**src/rtl/tlb_cmd_ctrl.sv**
```systemverilog
`default_nettype none
// ============================================================================
//  Module   : tlb_cmd_ctrl
//  Brief    : CP0-side initiator for the TLB maintenance port. Accepts
//             TLBR/TLBWI/TLBWR/TLBP from MEM, stalls the pipeline, issues a
//             one-cycle request to the TLB, waits for completion (bounded by a
//             timeout) and writes results back to CP0. Also owns the CP0
//             Random register and its Wired-bounded decrement.
//  Revision : 1.0 - initial release
// ============================================================================

// TLB maintenance request encoding shared with the TLB and the testbench.
typedef enum logic [2:0] {
  NO_REQ = 3'd0,
  TLBR   = 3'd1,
  TLBWI  = 3'd2,
  TLBWR  = 3'd3,
  TLBP   = 3'd4
} tlb_req_t;

// Entry image exchanged with the TLB (request payload and result).
typedef struct packed {
  logic [31:0] index;
  logic [31:0] entryhi;
  logic [31:0] entrylo0;
  logic [31:0] entrylo1;
  logic [31:0] pagemask;
} tlb_t;

module tlb_cmd_ctrl #(
  parameter int TLB_ENTRIES = 32,
  parameter int TIMEOUT     = 15
) (
  input  logic                           clk,
  input  logic                           rst,
  input  logic                           inst_valid,
  input  tlb_req_t                       inst_op,
  input  logic                           flush,
  input  logic [31:0]                    cp0_index,
  input  logic [31:0]                    cp0_entryhi,
  input  logic [31:0]                    cp0_entrylo0,
  input  logic [31:0]                    cp0_entrylo1,
  input  logic [31:0]                    cp0_pagemask,
  input  logic                           wired_we,
  input  logic [$clog2(TLB_ENTRIES)-1:0] wired_wdata,
  output tlb_req_t                       tlb_req,
  output tlb_t                           tlb_info,
  input  logic                           tlb_ok,
  input  tlb_t                           tlb_res,
  output logic                           stall,
  output logic                           done,
  output logic                           err,
  output logic                           wb_index_we,
  output logic [31:0]                    wb_index,
  output logic                           wb_entry_we,
  output logic [31:0]                    wb_entryhi,
  output logic [31:0]                    wb_entrylo0,
  output logic [31:0]                    wb_entrylo1,
  output logic [31:0]                    wb_pagemask,
  output logic [$clog2(TLB_ENTRIES)-1:0] random
);

  localparam int IDX_W = $clog2(TLB_ENTRIES);
  localparam int CNT_W = $clog2(TIMEOUT + 1);

  localparam logic [IDX_W-1:0] RAND_MAX  = IDX_W'(TLB_ENTRIES - 1);
  localparam logic [IDX_W-1:0] IDX_ONE   = IDX_W'(1);
  localparam logic [CNT_W-1:0] CNT_ONE   = CNT_W'(1);
  localparam logic [CNT_W-1:0] CNT_LAST  = CNT_W'(TIMEOUT - 1);

  localparam logic [1:0] S_IDLE  = 2'd0;
  localparam logic [1:0] S_ISSUE = 2'd1;
  localparam logic [1:0] S_WAIT  = 2'd2;
  localparam logic [1:0] S_DONE  = 2'd3;

  logic [1:0]       state_q, state_d;
  tlb_req_t         op_q;
  tlb_req_t         tlb_req_q;
  tlb_t             tlb_info_q;
  logic [CNT_W-1:0] cnt_q;
  logic             done_q, err_q;
  logic             wb_index_we_q, wb_entry_we_q;
  logic [31:0]      wb_index_q, wb_entryhi_q, wb_entrylo0_q, wb_entrylo1_q, wb_pagemask_q;
  logic [IDX_W-1:0] random_q, wired_q;

  logic             w_accept;
  logic             w_timeout;
  tlb_t             w_info;
  logic             w_unused;

  // Only the low index bits select an entry; the rest of CP0 Index is ignored.
  assign w_unused  = ^cp0_index[31:IDX_W];

  assign w_accept  = (state_q == S_IDLE) && inst_valid && (inst_op != NO_REQ) && !flush;
  // Last permitted WAIT cycle with no answer from the TLB.
  assign w_timeout = (state_q == S_WAIT) && !tlb_ok && (cnt_q == CNT_LAST);

  // Request payload snapshot: TLBWR targets the current Random, others CP0 Index.
  always_comb begin
    w_info          = '0;
    w_info.index    = (inst_op == TLBWR) ? {{(32-IDX_W){1'b0}}, random_q}
                                         : {{(32-IDX_W){1'b0}}, cp0_index[IDX_W-1:0]};
    w_info.entryhi  = cp0_entryhi;
    w_info.entrylo0 = cp0_entrylo0;
    w_info.entrylo1 = cp0_entrylo1;
    w_info.pagemask = cp0_pagemask;
  end

  // FSM state register; reset aborts any in-flight operation.
  always_ff @(posedge clk or posedge rst) begin
    if (rst) state_q <= S_IDLE;
    else     state_q <= state_d;
  end

  // FSM next state: IDLE -> ISSUE -> WAIT -> DONE -> IDLE.
  always_comb begin
    state_d = state_q;
    case (state_q)
      S_IDLE:  if (w_accept)            state_d = S_ISSUE;
      S_ISSUE:                          state_d = S_WAIT;
      S_WAIT:  if (tlb_ok || w_timeout) state_d = S_DONE;
      S_DONE:                           state_d = S_IDLE;
      default:                          state_d = S_IDLE;
    endcase
  end

  // FSM output: stall covers the accept cycle and the whole TLB round trip.
  always_comb begin
    stall = w_accept || (state_q == S_ISSUE) || (state_q == S_WAIT);
  end

  // Request launch, timeout counting, result capture and completion pulses.
  always_ff @(posedge clk or posedge rst) begin
    if (rst) begin
      op_q          <= NO_REQ;
      tlb_req_q     <= NO_REQ;
      tlb_info_q    <= '0;
      cnt_q         <= '0;
      done_q        <= 1'b0;
      err_q         <= 1'b0;
      wb_index_we_q <= 1'b0;
      wb_entry_we_q <= 1'b0;
      wb_index_q    <= '0;
      wb_entryhi_q  <= '0;
      wb_entrylo0_q <= '0;
      wb_entrylo1_q <= '0;
      wb_pagemask_q <= '0;
    end else begin
      done_q        <= 1'b0;
      err_q         <= 1'b0;
      wb_index_we_q <= 1'b0;
      wb_entry_we_q <= 1'b0;
      case (state_q)
        S_IDLE: begin
          if (w_accept) begin
            op_q       <= inst_op;
            tlb_req_q  <= inst_op;
            tlb_info_q <= w_info;
            cnt_q      <= '0;
          end
        end
        S_ISSUE: begin
          // One-cycle request so the TLB acts exactly once.
          tlb_req_q <= NO_REQ;
        end
        S_WAIT: begin
          if (tlb_ok) begin
            done_q <= 1'b1;
            cnt_q  <= '0;
            if (op_q == TLBP) begin
              wb_index_we_q <= 1'b1;
              wb_index_q    <= tlb_res.index;
            end
            if (op_q == TLBR) begin
              wb_entry_we_q <= 1'b1;
              wb_entryhi_q  <= tlb_res.entryhi;
              wb_entrylo0_q <= tlb_res.entrylo0;
              wb_entrylo1_q <= tlb_res.entrylo1;
              wb_pagemask_q <= tlb_res.pagemask;
            end
          end else if (w_timeout) begin
            // Abandon without touching CP0.
            done_q <= 1'b1;
            err_q  <= 1'b1;
            cnt_q  <= '0;
          end else begin
            cnt_q <= cnt_q + CNT_ONE;
          end
        end
        default: ;
      endcase
    end
  end

  // Random: free-running decrement, reloaded at or below Wired and on Wired writes.
  always_ff @(posedge clk or posedge rst) begin
    if (rst) begin
      wired_q  <= '0;
      random_q <= RAND_MAX;
    end else if (wired_we) begin
      wired_q  <= wired_wdata;
      random_q <= RAND_MAX;
    end else if (random_q <= wired_q) begin
      random_q <= RAND_MAX;
    end else begin
      random_q <= random_q - IDX_ONE;
    end
  end

  assign tlb_req     = tlb_req_q;
  assign tlb_info    = tlb_info_q;
  assign done        = done_q;
  assign err         = err_q;
  assign wb_index_we = wb_index_we_q;
  assign wb_index    = wb_index_q;
  assign wb_entry_we = wb_entry_we_q;
  assign wb_entryhi  = wb_entryhi_q;
  assign wb_entrylo0 = wb_entrylo0_q;
  assign wb_entrylo1 = wb_entrylo1_q;
  assign wb_pagemask = wb_pagemask_q;
  assign random      = random_q;

endmodule
`default_nettype wire
```
**config.mk**
```make
export PLATFORM = sky130hd
export DESIGN_NAME = tlb_cmd_ctrl
export DESIGN_NICKNAME = d
export VERILOG_FILES = /design/src/rtl/tlb_cmd_ctrl.sv
export SDC_FILE = /design/constraint.sdc
export NUM_CORES = 1
export LEC_CHECK = 0
export ABC_AREA = 1
export BUFFER_PORTS_ARGS = -buffer_cell sky130_fd_sc_hd__buf_4
export CORE_AREA = 8 8 254 256
export CTS_BUF_LIST = sky130_fd_sc_hd__clkbuf_8 sky130_fd_sc_hd__clkbuf_16
export DETAILED_ROUTE_END_ITERATION = 16
export DIE_AREA = 0 0 262 264
export HOLD_SLACK_MARGIN = 0.03
export REMOVE_ABC_BUFFERS = 1
export SLEW_MARGIN = 20
export SYNTH_ARGS = -nofsm -noshare
export SYNTH_HDL_FRONTEND = slang
export SYNTH_SLANG_ARGS = --single-unit
export TNS_END_PERCENT = 100
```
**constraint.sdc**
```tcl
create_clock -name clk -period 14.6 [get_ports clk]
set_input_delay 0.73 -clock clk [delete_from_list [all_inputs] [get_ports clk]]
set_output_delay 0.73 -clock clk [all_outputs]
set_load 0.03 [all_outputs]
```
Word level (Yosys, flattened, before mapping)
Cells that the tools add are included.
- add/sub/neg operators: 2
- $lt $le $gt $ge: 1
- equality and inequality tests: 9
- muxes and demuxes: 23
- reductions and logical operators: 20
- operators by type and width (cell ; count):
    $mux 5 ; 3
    $mux 4 ; 3
    $mux 1 ; 11
    $pmux 2 s4 ; 1
    $pmux 4 s2 ; 1
    $reduce_and 2->1 ; 4
    $pmux 3 s2 ; 1
    $reduce_and 3->1 ; 2
    $le 5x5->1 ; 1
    $logic_and 1x1->1 ; 5
    $sub 5x1->5 const B ; 1
    $add 4x1->4 const B ; 1
    $eq 2x2->1 const B ; 2
    $eq 4x4->1 const B ; 1
    $mux 2 ; 2
    $ne 2x2->1 const B ; 2
    $reduce_bool 2->1 ; 2
    $eq 3x1->1 const B ; 1
    $eq 3x2->1 const B ; 1
    $eq 3x3->1 const B ; 1
    $logic_or 1x1->1 ; 3
    $mux 3 ; 1
    $reduce_bool 3->1 ; 1
    $eq 2x1->1 const B ; 1
    2 further kinds ; 3
- flip-flop bits (word level): 346
- input bits: 334
- output and inout port bits: 333
- logic and storage cells: 75

Depth between registers and ports, before layout
- word-level depth: 6
- depth in mapped cells: 10
- mapped depth without buffers: 9

Worst setup path before layout
OpenSTA, ideal clock, no wires.
- kind: input-to-output
- from: input inst_valid
- to: output stall
- data arrival time: 1588 ps
- required time: 13870 ps
- setup slack: 12282 ps
- stages on the path: 6
- path buffers: 2
- path through: nand2_1 nor2_1 nand2_1 buf_2 buf_2 nand3_1
- word-level cells in the longest chain between the ends: 5
- ends and longest elaborated chain (what ; line ; text):
    start, declared ; 36 ; input logic inst_valid,
    $logic_and 1x1->1 (3 in a row) ; 94 ; assign w_accept = (state_q == S_IDLE) && inst_valid && (inst_op != NO_REQ) && !flush;
    $logic_or 1x1->1 (2 in a row) ; 129 ; stall = w_accept || (state_q == S_ISSUE) || (state_q == S_WAIT);
    end, declared ; 50 ; output logic stall,
Every way passes these cells.

Final worst setup path
- from: register state_q[0]
- to: register wb_entryhi_q[8], in the netlist wb_entryhi[8]
- word-level cells in the longest chain between the ends: 2
- ends and longest elaborated chain (what ; line ; text):
    start, declared ; 76 ; logic [1:0] state_q, state_d;
    start signal, assigned ; 112 ; else state_q <= state_d;
    $eq 2x2->1 ; 153 ; case (state_q)
    $reduce_and 3->1 (no source line) ; - ;
    end signal, assigned ; 176 ; wb_entryhi_q <= tlb_res.entryhi;
    end, declared ; 83 ; logic [31:0] wb_index_q, wb_entryhi_q, wb_entrylo0_q, wb_entrylo1_q, wb_pagemask_q;
Every way passes these cells.
A chain may end at the register's enable or synchronous reset.

==> impl_metrics.yaml <==
drt:
  viasPerCell: 3.91
  wl_per_cell_microns: 15.9
  finalWirelength_microns: 45100
  dr_total_vias: 11097
  drc: 0
  drtAntennaViolNets: 0
  initialDrtViolationCount: 505
  drt-pass1-iter-count: 4
worst_setup_path:
  r2r-end: "wb_entryhi[8]$_DFFE_PP0P_"
  reg2reg_slack_ns: 11.14
  end_kind: "flip-flop"
  endpoint: "wb_entryhi[8]$_DFFE_PP0P_"
  r2r_start: "state_q[0]$_DFFE_PP0P_"
  crit_type: "reg -> reg"
  critPathMaxFanout: 73
  arrival_ns: 3.93
  cp-start-kind: "flip-flop"
  reg2reg_depth: 9
  required_ns: 15.07
  startpoint: "state_q[0]$_DFFE_PP0P_"
finish:
  syn_to_final_growth_pct: 51.4
  drive_gt1_share_pct: 33.6
  fill_cells: 6456
  num_antenna_cells: 0
  design_area_sq_um: 18900
  layout.nets: 2366
grt:
  track_usage_pct: 12.2
  grt_max_degree: 146
  grt_pass1_wl_microns: 67100
  antenna_found_initial: 3
  grt-ovfl-total: 0
  grt_pass1_vias: 11432
clock_network:
  clock_latency_ns: 0.54
  cts_tree: "built"
  numCtsBuffers: 37
  cts_sinks: 319
  clockBufferDepth: 3
  cts-root-buf: "clkbuf_16"
  htree_levels: 2
  clk_pin_slew_ns: 0.06
  post-cts-setup-buffers: 0
  cts_hold_buffers: 0
  cts_resized: 0
flow_run:
  drv_cap: 0
sta:
  rsz0062_at_grt: "no"
  finalSetupViolations: 0
  setup_slack_ns: 11.14
  timing.fmax_mhz: 289
  maxSlewHeadroom_pct: 33.5
  totalNegativeSetupSlack_ns: 0
  finalHoldViolCount: 0
  skew_ns: 0.00976
  final.min_clock_period_ns: 3.46
  max_slew.worst_pin.slew_ns: 0.997
  slew_violations: 0
  timing.final.crit_share_pct: 23.7
floorplanning:
  start_util_pct: 20.6
  core_area_sq_um: 60800
  pin_count: 667
  die_w_microns: 262
  rows: 91
  die_area_sq_um: 69200
  fp.dieH_microns: 264
place:
  dpl_worst_slack_ns: 10.81
  place.detailed.hpwl_microns: 32500
  dpl_cell_area_sq_um: 17800
  port_buffers: 612
  gp_congestion: 0.774
logic_synthesis:
  synthArstFlopShare_pct: 100
  synth_area_leader_cell: "dfrtp_1"
  synthTopCellsByArea: "dfrtp_1 (63%), nand2_1 (28%), buf_2 (2.2%)"
  synth_edf_count: 0
  yosysSeqAreaShare_pct: 63.9
  synth_warnings: 0
  synth.most_common_cell: "nand2_1"
  syn_avg_cell_area_sq_um: 8.76
  yosysTopAreaCellShare_pct: 62.8
  ys_ff_latch: 319
  ys_types: 23
  synth_cells: 1428
  synth_ff_type: "dfrtp_1"
  ys_top_cells_by_count: "nand2_1 (917), dfrtp_1 (314), buf_2 (55), buf_4 (28), inv_1 (26)"
  synth_area_sq_um: 12500
power:
  peakVddDrop_v: 0.000122
  cellPowerDensity_nw_per_um2: 239
  p_leak_nw: 10.7
worst_hold_path:
  min_path_type: "in -> async"
status:
  status: "finished clean"
==> registers in the layout, indices dropped and copies added, names as in the netlist <==
signal	cells
cnt_q	4
wb_entrylo1	32
wired_q	5
random	5
err	1
op_q	3
wb_entryhi	32
wb_index	32
tlb_req	3
wb_index_we	1
done	1
tlb_info	133
state_q	2
wb_entry_we	1
wb_pagemask	32
wb_entrylo0	32
==> worst max-delay path, stage by stage, from the launching register on <==
cell,delay (ns)
dfrtp_1,0.40
inv_1,0.09
ha_1,0.20
inv_2,0.08
nor3_2,0.23
nand3_4,0.64
inv_4,0.80
buf_4,0.71
nand2_1,0.13
nand2_1,0.09
==> per-stage QoR <==
step	util [%]	cells	total power, mW	hold WS [ns]
detailed placement	29.2	2772	3.67	0.466
CTS	31.1	2836	4.60	0.316
global placement	29.2	2772	3.65	0.464
finish	31.1	2836	4.52	0.335
global route	31.1	2836	4.80	0.341
floorplan	-	1362	2.73	0.446
==> how the worst min path moves through the flow <==
stage / to / cells after the start / from / slack (ns)
final: wb_index[16]$_DFFE_PP0P_ / 2 / rst / 0.33
after global routing: err$_DFF_PP0_ / 2 / tlb_ok / 0.34
after CTS: err$_DFF_PP0_ / 2 / tlb_ok / 0.32
after detailed placement: wb_index[3]$_DFFE_PP0P_ / 2 / wb_index[3]$_DFFE_PP0P_ / 0.47
after global placement: tlb_info[23]$_DFFE_PP0P_ / 2 / tlb_info[23]$_DFFE_PP0P_ / 0.46
after floorplan: wired_q[0]$_DFFE_PP0P_ / 2 / wired_q[0]$_DFFE_PP0P_ / 0.45
==> area by class of cell <==
cell class	count	area (sq um)	area share (%)
Clock inverter	18	86.3	0.456
Inverter	30	125	0.661
Tap cell	790	988	5.22
Sequential cell	319	7990	42.2
Multi-Input combinational cell	1013	4010	21.2
Clock buffer	46	1070	5.66
Timing Repair Buffer	620	4670	24.6
==> cell families after synthesis <==
family	after synthesis	share of synthesized area (%)
adders and majority gates	11	1.10
other	1	0.0300
and+or+nand+nor	947	28.7
AOI/OAI and AO/OA	26	1.11
DFF	319	63.9
buffers and inverters	122	5.05
xor gates and xnor gates	2	0.140
==> metal layers <==
metal	GRT usage (%)	wire length [microns]	vias to the layer above
met2	21.2	21500	473
li1	-	-	5442
met4	3.14	966	4
met5	0	27	-
met1	13.2	17000	5116
met3	6.05	5550	62
==> cells in the final DEF, fill, tap and decap left out <==
cell type / netlist / final
a21oi_1: 4 / 4
a31oi_1: 1 / 1
buf_12: 0 / 1
buf_4: 28 / 619
clkbuf_16: 0 / 39
clkbuf_8: 0 / 7
clkinv_2: 0 / 4
clkinv_4: 0 / 1
clkinvlp_4: 0 / 1
conb_1: 1 / 27
dfrtp_1: 314 / 314
dfstp_2: 5 / 5
ha_1: 11 / 11
inv_1: 26 / 35
inv_2: 4 / 3
inv_4: 0 / 2
inv_6: 0 / 1
inv_8: 0 / 1
nand2_1: 917 / 916
nand2_4: 0 / 1
nand3_1: 14 / 13
nand3_4: 0 / 1
nand4_1: 4 / 4
nor2_1: 10 / 10
nor3_1: 1 / 1
nor3_2: 1 / 1
o21a_1: 1 / 1
o21ai_0: 17 / 17
o21bai_1: 1 / 1
o22ai_1: 2 / 2
xnor2_1: 1 / 1
xor2_1: 1 / 1
==> where the power goes <==
group | switching [mW] | leakage (nW) | internal, mW
clock | 0.374 | 0.614 | 0.517
combinational | 1.37 | 6.02 | 0.739
sequential | 0.230 | 4.04 | 1.29
Power figures use the tool's default switching activity.
